<file path="src/rtl/dmem_store_buffer.sv">
// Posted-write store buffer in front of data_mem: stores queue in a FIFO and drain in the
// background; loads wait for the FIFO to empty, then issue one read through the same FSM.
module dmem_store_buffer #(
    parameter int unsigned DEPTH = 4,
    parameter int unsigned PTR_W = $clog2(DEPTH)
) (
    input  logic        clk,
    input  logic        reset_n,
    input  logic        cpu_memread,
    input  logic        cpu_memwrite,
    input  logic [31:0] cpu_addr,
    input  logic [31:0] cpu_wdata,
    input  logic [3:0]  cpu_sign_mask,
    output logic        cpu_stall,
    output logic [31:0] cpu_rdata,
    output logic [31:0] mem_addr,
    output logic [31:0] mem_wdata,
    output logic [3:0]  mem_sign_mask,
    output logic        mem_memwrite,
    output logic        mem_memread,
    input  logic        mem_busy,
    input  logic [31:0] mem_rdata
);

    localparam int unsigned CNT_W = PTR_W + 1;

    typedef struct packed {
        logic [31:0] addr;
        logic [31:0] wdata;
        logic [3:0]  sign_mask;
    } entry_t;

    typedef enum logic [2:0] {
        S_IDLE,
        S_ISSUE,
        S_WAIT_HI,
        S_WAIT_LO,
        S_DONE
    } state_t;

    entry_t           fifo_q [DEPTH];
    logic [PTR_W-1:0] wr_ptr_q, rd_ptr_q;
    logic [CNT_W-1:0] count_q, count_d;
    state_t           state_q, state_d;
    logic             is_read_q, is_read_d;
    logic [31:0]      mem_addr_q, mem_addr_d;
    logic [31:0]      mem_wdata_q, mem_wdata_d;
    logic [3:0]       mem_sign_mask_q, mem_sign_mask_d;
    logic             mem_memwrite_q, mem_memwrite_d;
    logic             mem_memread_q, mem_memread_d;
    logic [31:0]      cpu_rdata_q, cpu_rdata_d;
    logic             push, pop, full, load_req;
    entry_t           head;

    assign full     = (count_q == CNT_W'(DEPTH));
    assign push     = cpu_memwrite && !full;
    assign load_req = cpu_memread && !cpu_memwrite;
    assign head     = fifo_q[rd_ptr_q];

    // Gated by reset so the CPU sees no stall while the block is held in reset.
    assign cpu_stall = reset_n && ((cpu_memwrite && full) ||
                                   (load_req && (state_q != S_DONE)));

    assign cpu_rdata     = cpu_rdata_q;
    assign mem_addr      = mem_addr_q;
    assign mem_wdata     = mem_wdata_q;
    assign mem_sign_mask = mem_sign_mask_q;
    assign mem_memwrite  = mem_memwrite_q;
    assign mem_memread   = mem_memread_q;

    // FIFO storage carries no reset; validity is tracked by count_q.
    always_ff @(posedge clk) begin
        if (push) begin
            fifo_q[wr_ptr_q] <= '{addr: cpu_addr, wdata: cpu_wdata, sign_mask: cpu_sign_mask};
        end
    end

    always_comb begin
        count_d = count_q;
        case ({push, pop})
            2'b10:   count_d = count_q + CNT_W'(1);
            2'b01:   count_d = count_q - CNT_W'(1);
            default: count_d = count_q;
        endcase
    end

    always_ff @(posedge clk or negedge reset_n) begin
        if (!reset_n) begin
            wr_ptr_q        <= '0;
            rd_ptr_q        <= '0;
            count_q         <= '0;
            state_q         <= S_IDLE;
            is_read_q       <= 1'b0;
            mem_addr_q      <= '0;
            mem_wdata_q     <= '0;
            mem_sign_mask_q <= '0;
            mem_memwrite_q  <= 1'b0;
            mem_memread_q   <= 1'b0;
            cpu_rdata_q     <= '0;
        end else begin
            if (push) wr_ptr_q <= wr_ptr_q + PTR_W'(1);
            if (pop)  rd_ptr_q <= rd_ptr_q + PTR_W'(1);
            count_q         <= count_d;
            state_q         <= state_d;
            is_read_q       <= is_read_d;
            mem_addr_q      <= mem_addr_d;
            mem_wdata_q     <= mem_wdata_d;
            mem_sign_mask_q <= mem_sign_mask_d;
            mem_memwrite_q  <= mem_memwrite_d;
            mem_memread_q   <= mem_memread_d;
            cpu_rdata_q     <= cpu_rdata_d;
        end
    end

    // Drain FSM: buffered stores take priority; a load issues only once the FIFO is empty.
    always_comb begin
        state_d         = state_q;
        is_read_d       = is_read_q;
        mem_addr_d      = mem_addr_q;
        mem_wdata_d     = mem_wdata_q;
        mem_sign_mask_d = mem_sign_mask_q;
        mem_memwrite_d  = 1'b0;
        mem_memread_d   = 1'b0;
        cpu_rdata_d     = cpu_rdata_q;
        pop             = 1'b0;
        case (state_q)
            S_IDLE: begin
                if (!mem_busy && (count_q != '0)) begin
                    mem_addr_d      = head.addr;
                    mem_wdata_d     = head.wdata;
                    mem_sign_mask_d = head.sign_mask;
                    mem_memwrite_d  = 1'b1;
                    is_read_d       = 1'b0;
                    state_d         = S_ISSUE;
                end else if (!mem_busy && load_req) begin
                    mem_addr_d      = cpu_addr;
                    mem_wdata_d     = cpu_wdata;
                    mem_sign_mask_d = cpu_sign_mask;
                    mem_memread_d   = 1'b1;
                    is_read_d       = 1'b1;
                    state_d         = S_ISSUE;
                end
            end
            S_ISSUE: state_d = S_WAIT_HI;
            S_WAIT_HI: begin
                if (mem_busy) state_d = S_WAIT_LO;
            end
            S_WAIT_LO: begin
                if (!mem_busy) begin
                    if (is_read_q) begin
                        cpu_rdata_d = mem_rdata;
                        state_d     = S_DONE;
                    end else begin
                        pop     = 1'b1;
                        state_d = S_IDLE;
                    end
                end
            end
            S_DONE:  state_d = S_IDLE;
            default: state_d = S_IDLE;
        endcase
    end

endmodule

</file>
<file path="config.mk">
export PLATFORM = sky130hd
export DESIGN_NAME = dmem_store_buffer
export DESIGN_NICKNAME = d
export VERILOG_FILES = /design/src/rtl/dmem_store_buffer.sv
export SDC_FILE = /design/constraint.sdc
export NUM_CORES = 1
export LEC_CHECK = 0
export CORE_UTILIZATION = 55
export DETAILED_ROUTE_END_ITERATION = 8
export DONT_BUFFER_PORTS = 1
export HOLD_SLACK_MARGIN = 0.12
export PLACE_DENSITY = 0.7
export SKIP_LAST_GASP = 1
export SLEW_MARGIN = 20
export SYNTH_ARGS = -nofsm -noshare
export SYNTH_HDL_FRONTEND = slang
export SYNTH_SLANG_ARGS = --single-unit
</file>
<file path="constraint.sdc">
create_clock -name clk -period 3.6 [get_ports clk]
set_clock_uncertainty 0.2 [all_clocks]
set_input_delay 0 -clock clk [delete_from_list [all_inputs] [get_ports clk]]
set_output_delay 0 -clock clk [all_outputs]
set_load 0.005 [all_outputs]
</file>
==> impl_metrics.env, run 1 <==
export IMPL_synth_most_common_cell="edfxtp_1"
export IMPL_vias_per_cell=6.14
export IMPL_grt_max_degree=115
export IMPL_grt_pass1_vias=9245
export IMPL_p_total_mw=14.8
export IMPL_finalSetupViolations=0
export IMPL_route_detailed_drc=0
export IMPL_dp_hpwl_um=18300
export IMPL_port_buffers=0
export IMPL_layout_nets=1182
export IMPL_slew_headroom=0.349
export IMPL_clock_tree_buffer_depth=3
export IMPL_yosys_area_top_type="edfxtp_1"
export IMPL_die_area_sq_um=28300
export IMPL_cts_clk_slew_worst_paths_ns=0.06
export IMPL_p_leak_nw=6.95
export IMPL_finalHoldViolCount=0
export IMPL_totalWireLength_um=34200
export IMPL_placementRows=60
export IMPL_synth_ff_type="edfxtp_1"
export IMPL_netlist_instances=872
export IMPL_place_congestion=0.758
export IMPL_pre_cts_ws_ns=0.834
export IMPL_post_layout_nonfiller_instances=1442
export IMPL_status="completed"
export IMPL_drive_gt1_frac=0.187
export IMPL_yosys_warnings=0
export IMPL_powerDensity_nw_per_um2=779
export IMPL_cp_top_family="buffers and inverters"
export IMPL_cap_violations=0
export IMPL_synth_cell_types=36
export IMPL_crit_buf_inv=2
export IMPL_first_pass_iters=5
export IMPL_clock_fmax_mhz=331
export IMPL_post_route_min_period_ns=3.03
export IMPL_cts_buffers=39
export IMPL_multi_input_area_sq_um=3680
export IMPL_syn_nets=983
export IMPL_p_comb_frac=0.264
export IMPL_critical_path_class="reg -> reg"
export IMPL_slowest_delay_ns=0.72
export IMPL_cp_max_fo=60
export IMPL_synth_area_top_cells="edfxtp_1 54%, dfrtp_1 19%, mux4_2 10%"
export IMPL_grt_pass1_wl_um=52900
export IMPL_cts_tree="yes"
export IMPL_fillers=1672
export IMPL_path_depth=5
export IMPL_async_flop_share=0.294
export IMPL_synth_seq_cells=385
export IMPL_final_util=0.701
export IMPL_slowest_stage="buf_4"
export IMPL_critical_path_required_ns=3.84
export IMPL_swShare=0.295
export IMPL_power_frac_seq=0.470
export IMPL_r2r_slack_ns=0.57
export IMPL_fin_ws_ns=0.574
export IMPL_yosys_area_top_type_share=0.537
export IMPL_routedWlPerCell_um=23.7
export IMPL_clock_sinks=385
export IMPL_vdd_drop_max_v=0.000408
export IMPL_fp_coreArea_sq_um=27000
export IMPL_critical_path_startpoint="count_q[0]"
export IMPL_grt_overflow=0
export IMPL_die_h_um=168
export IMPL_postCtsSetupRepairBufs=0
export IMPL_clk_latency_ns=0.52
export IMPL_fin_setup_tns_ns=0
export IMPL_worstPathCellList="nor3_4, buf_4, nor3_1, dlygate4sd3_1, o21ba_2"
export IMPL_synth_seq_area_share=0.723
export IMPL_initial_core_util=0.562
export IMPL_hold_buffers=208
export IMPL_worst_setup_path_start_kind="flop"
export IMPL_power_switching_mw=4.36
export IMPL_antenna_found_initial=2
export IMPL_die_x_um=168
export IMPL_grt_usage=0.246
export IMPL_drt_iter0_markers=690
export IMPL_worstPathArrival_ns=3.27
export IMPL_hold_path_class="in -> reg"
export IMPL_regToRegStartpoint="count_q[0]"
export IMPL_post_cts_resized=0
export IMPL_synth_edf_count=272
export IMPL_regArea_sq_um=11000
export IMPL_ant_nets=0
export IMPL_areaGrowthSynthToFinish_pct=24.7
export IMPL_ios=208
export IMPL_synth_top_cells_by_count="272 x edfxtp_1, 113 x dfrtp_1, 76 x inv_1"
export IMPL_syn_area_per_cell_sq_um=17.4
export IMPL_vias=8858
export IMPL_cp_end_kind="flop"
export IMPL_reg2reg_to="is_read_q"
export IMPL_worstMarginPinSlew_ns=0.976
export IMPL_clockRootBuffer="clkbuf_16"
export IMPL_rsz0062_at_grt="false"
export IMPL_dp_cells=1163
export IMPL_reg2regPathDepth=5
export IMPL_fin_crit_sh=0.840
export IMPL_synthesis_area_sq_um=15200
export IMPL_crit_end="is_read_q"
export IMPL_ctsHtreeMaxLevel=2
export IMPL_p_int_mw=10.4
export IMPL_slew_violations=0
export IMPL_clkPwrFrac=0.266
[power by group through the flow]
stage	clock [mW]	combinational [mW]	sequential, mW
2_1_floorplan	0	2.81	6.59
3_3_place_gp	0	3.19	6.95
3_5_place_dp	0	3.31	7.02
4_1_cts	3.99	3.85	6.94
5_1_grt	4.14	4.21	7.08
6_report	3.93	3.89	6.94
[worst min-delay path by stage]
stage	start	end	slack (ns)	cells past startpoint
after global routing	cpu_addr[24]	fifo_q[3][60]	0.15	1
after detailed placement	reset_n	mem_addr[17]	-0.49	0
after global placement	reset_n	mem_addr[15]	-0.49	0
after floorplan	reset_n	count_q[0]	-0.50	0
after CTS	cpu_addr[24]	fifo_q[3][60]	0.12	1
final	cpu_addr[24]	fifo_q[3][60]	0.16	1
[worst reg2reg max path, delay by kind of cell, from the launching register on]
| family | cells | cell delay (ns) |
|---|---|---|
| compound gates | 1 | 0.24 |
| buf+inv | 2 | 1.37 |
| flops | 1 | 0.43 |
| simple gates | 2 | 0.71 |
[layout by cell type, fill, tap and decap left out, types with 5 or more instances in the layout]
cell           instances
clkinv_2               5
buf_12                 6
buf_4                  8
clkbuf_8               6
dlygate4sd3_1        206
clkbuf_1              11
nor2_1                71
mux4_2                68
mux2_2                33
a221oi_1              48
nor4_1                68
ha_1                   5
a221oi_2              20
clkbuf_16             39
edfxtp_1             272
inv_1                 76
dfrtp_1              111
[final cells by class]
class	count	area share
sequential	385	0.581
multi-input combinational	347	0.194
timing repair buffer	222	0.121
clock buffer	56	0.0580
tap	341	0.0225
inverter	76	0.0151
clock inverter	14	0.00812
antenna	1	0.000132
[registers in the layout (all words and copies together) (netlist names)]
name           count
mem_memread        1
cpu_rdata         32
mem_sign_mask      4
count_q            3
state_q            3
mem_wdata         32
wr_ptr_q           2
fifo_q           272
rd_ptr_q           2
mem_addr          32
mem_memwrite       1
is_read_q          1
[cells by family (layout without fill, tap and decap cells)]
family	Yosys count	count (layout)	synth area share
AOI/OAI and AO/OA	75	75	0.0510
xor gates and xnor gates	6	6	0.00346
adders and majority gates	6	6	0.00543
buffers and inverters	140	368	0.0370
DFF	385	385	0.723
muxes	102	102	0.126
other	0	1	0
and+or+nand+nor	158	158	0.0540
[metrics by stage]
step                instance area (sq um)  hold slack, ns
global placement                    15600          -0.493
global route                        18900           0.150
CTS                                 18900           0.121
finish                              18900           0.164
detailed placement                  15600          -0.493
floorplan                           15200          -0.496
[layer usage]
layer  vias to the layer above  routed length (um)  GRT usage
met3                        60                2470     0.0503
met2                       386               17000      0.404
met1                      4579               14000      0.334
li1                       3831                   -          -
met5                         -                  13          0
met4                         2                 778     0.0771
(Power assumes the default switching activity.)
==> run 2, diff against run 1 <==
Settings changed: PLACE_DENSITY 0.7 to 0.73.
Clock period 3.6 ns to 2.43 ns, I/O delays scaled along.
==> impl_metrics.env, run 2 (synthesis gave the netlist of run 1 again) <==
export IMPL_cp_max_fo=17
export IMPL_drt_iter0_markers=691
export IMPL_cap_violations=0
export IMPL_hold_path_class="in -> async"
export IMPL_cts_tree="yes"
export IMPL_worstMarginPinSlew_ns=0.537
export IMPL_slowest_delay_ns=0.59
export IMPL_areaGrowthSynthToFinish_pct=26.9
export IMPL_antenna_found_initial=0
export IMPL_slew_headroom=0.639
export IMPL_worstPathArrival_ns=2.54
export IMPL_post_route_min_period_ns=2.37
export IMPL_fin_setup_tns_ns=0
export IMPL_grt_usage=0.251
export IMPL_failed_checks="negative hold slack"
export IMPL_vias=8949
export IMPL_clock_tree_buffer_depth=3
export IMPL_initial_core_util=0.562
export IMPL_clk_latency_ns=0.51
export IMPL_vdd_drop_max_v=0.000739
export IMPL_ctsHtreeMaxLevel=2
export IMPL_fillers=1651
export IMPL_status="complete, but fails checks"
export IMPL_grt_overflow=0
export IMPL_drive_gt1_frac=0.202
export IMPL_postCtsSetupRepairBufs=0
export IMPL_clock_sinks=385
export IMPL_regMostFlops="fifo_q"
export IMPL_cp_end_kind="flop"
export IMPL_route_detailed_drc=0
export IMPL_grt_max_degree=115
export IMPL_clockRootBuffer="clkbuf_16"
export IMPL_reg2regPathDepth=5
export IMPL_dp_hpwl_um=17800
export IMPL_worstPathCellList="and4bb_2, nand2_1, buf_4, mux2_2, dlygate4sd3_1"
export IMPL_p_leak_nw=7.13
export IMPL_powerDensity_nw_per_um2=1170
export IMPL_grt_pass1_vias=9434
export IMPL_largest_reg_flops=272
export IMPL_die_x_um=168
export IMPL_ant_nets=0
export IMPL_finalHoldViolCount=113
export IMPL_port_buffers=0
export IMPL_final_common_cell="edfxtp_1"
export IMPL_highest_layer="met4"
export IMPL_worst_setup_path_start_kind="flop"
export IMPL_final_cell_mix="272 x edfxtp_1, 205 x dlygate4sd3_1, 111 x dfrtp_1"
export IMPL_critical_path_class="reg -> reg"
export IMPL_slew_violations=0
export IMPL_routedWlPerCell_um=24.2
export IMPL_ios=208
export IMPL_fp_coreArea_sq_um=27000
export IMPL_place_congestion=0.715
export IMPL_slowest_stage="dlygate4sd3_1"
export IMPL_layout_nets=1201
export IMPL_totalWireLength_um=35400
export IMPL_reg2reg_to="cpu_rdata[27]"
export IMPL_first_pass_iters=5
export IMPL_critical_path_required_ns=2.60
export IMPL_cts_clk_slew_worst_paths_ns=0.06
export IMPL_hold_buffers=207
export IMPL_fin_ws_ns=0.0615
export IMPL_die_h_um=168
export IMPL_vias_per_cell=6.13
export IMPL_wirelength_met1_um=14300
export IMPL_cts_buffers=40
export IMPL_placementRows=60
export IMPL_grt_pass1_wl_um=54100
export IMPL_hold_ws_ns=-1.01
export IMPL_fin_crit_sh=0.975
export IMPL_rsz0062_at_grt="true"
export IMPL_clock_fmax_mhz=422
export IMPL_finalSetupViolations=0
export IMPL_diodes=0
export IMPL_wl_met3_um=2520
export IMPL_final_util=0.714
export IMPL_r2r_slack_ns=0.06
export IMPL_regToRegStartpoint="state_q[1]"
export IMPL_wl_met2_um=17900
export IMPL_pre_cts_ws_ns=0.0971
export IMPL_die_area_sq_um=28300
[run 2: cell types whose count changed in the layout (fill, tap and decap cells not counted), moves of 2 or more]
cell,before,now
buf_12,6,18
buf_16,2,0
buf_4,8,12
buf_6,0,2
bufinv_16,3,5
clkbuf_16,39,42
clkbuf_8,6,3
clkinv_1,3,5
clkinv_2,5,7
[run 2: how the worst max path moves through the flow]
stage          startpoint  slack [ns]             to
2_1_floorplan  count_q[0]       -0.04   fifo_q[0][0]
3_3_place_gp   state_q[2]        0.19     count_q[2]
3_5_place_dp   state_q[2]         0.1     count_q[2]
4_1_cts        state_q[1]        0.04      is_read_q
5_1_grt        state_q[1]       -0.02  cpu_rdata[27]
6_report       state_q[1]        0.06  cpu_rdata[27]
[run 2: layer usage]
layer | up-vias | global-route usage
met5 | - | 0
met4 | 0 | 0.0700
li1 | 3867 | -
met2 | 405 | 0.427
met3 | 55 | 0.0487
met1 | 4622 | 0.331
[run 2: timing repair]
action                     in CTS  in global routing
hold endpoints to repair      570                114
gates resized for setup         0                  5
setup endpoints to repair       0                 35
[run 2: metrics by stage]
stage	instance area, sq um	hold WS, ns	total power, mW	instances
final	19300	-1.01	22.5	1461
after CTS	19300	-1.04	22.4	1459
after global placement	15900	-0.493	15.5	1180
after global routing	19300	-1.04	23.5	1461
after floorplan	15200	-0.496	13.9	872
after detailed placement	15900	-0.493	15.6	1180
[run 2: area by class of cell]
type	instances	area, sq um	area share
clock buffers	54	1100	0.0573
clock inverters	18	211	0.0110
inverters	76	285	0.0148
multi-input cells	347	3680	0.191
flip-flops and latches	385	11000	0.570
well taps	341	427	0.0221
repair buffers	240	2580	0.134
[run 2: worst max-delay path, delay by kind of cell, from the launching register on]
kind                   cells  cell delay [ns]
buffers and inverters      2             0.85
DFF                        1             0.44
muxes                      1             0.36
and+or+nand+nor            2             0.39
[run 2: where the power goes]
group	internal (mW)	switching, mW
sequential	8.98	1.00
clock	3.72	2.41
combinational	3.24	3.15
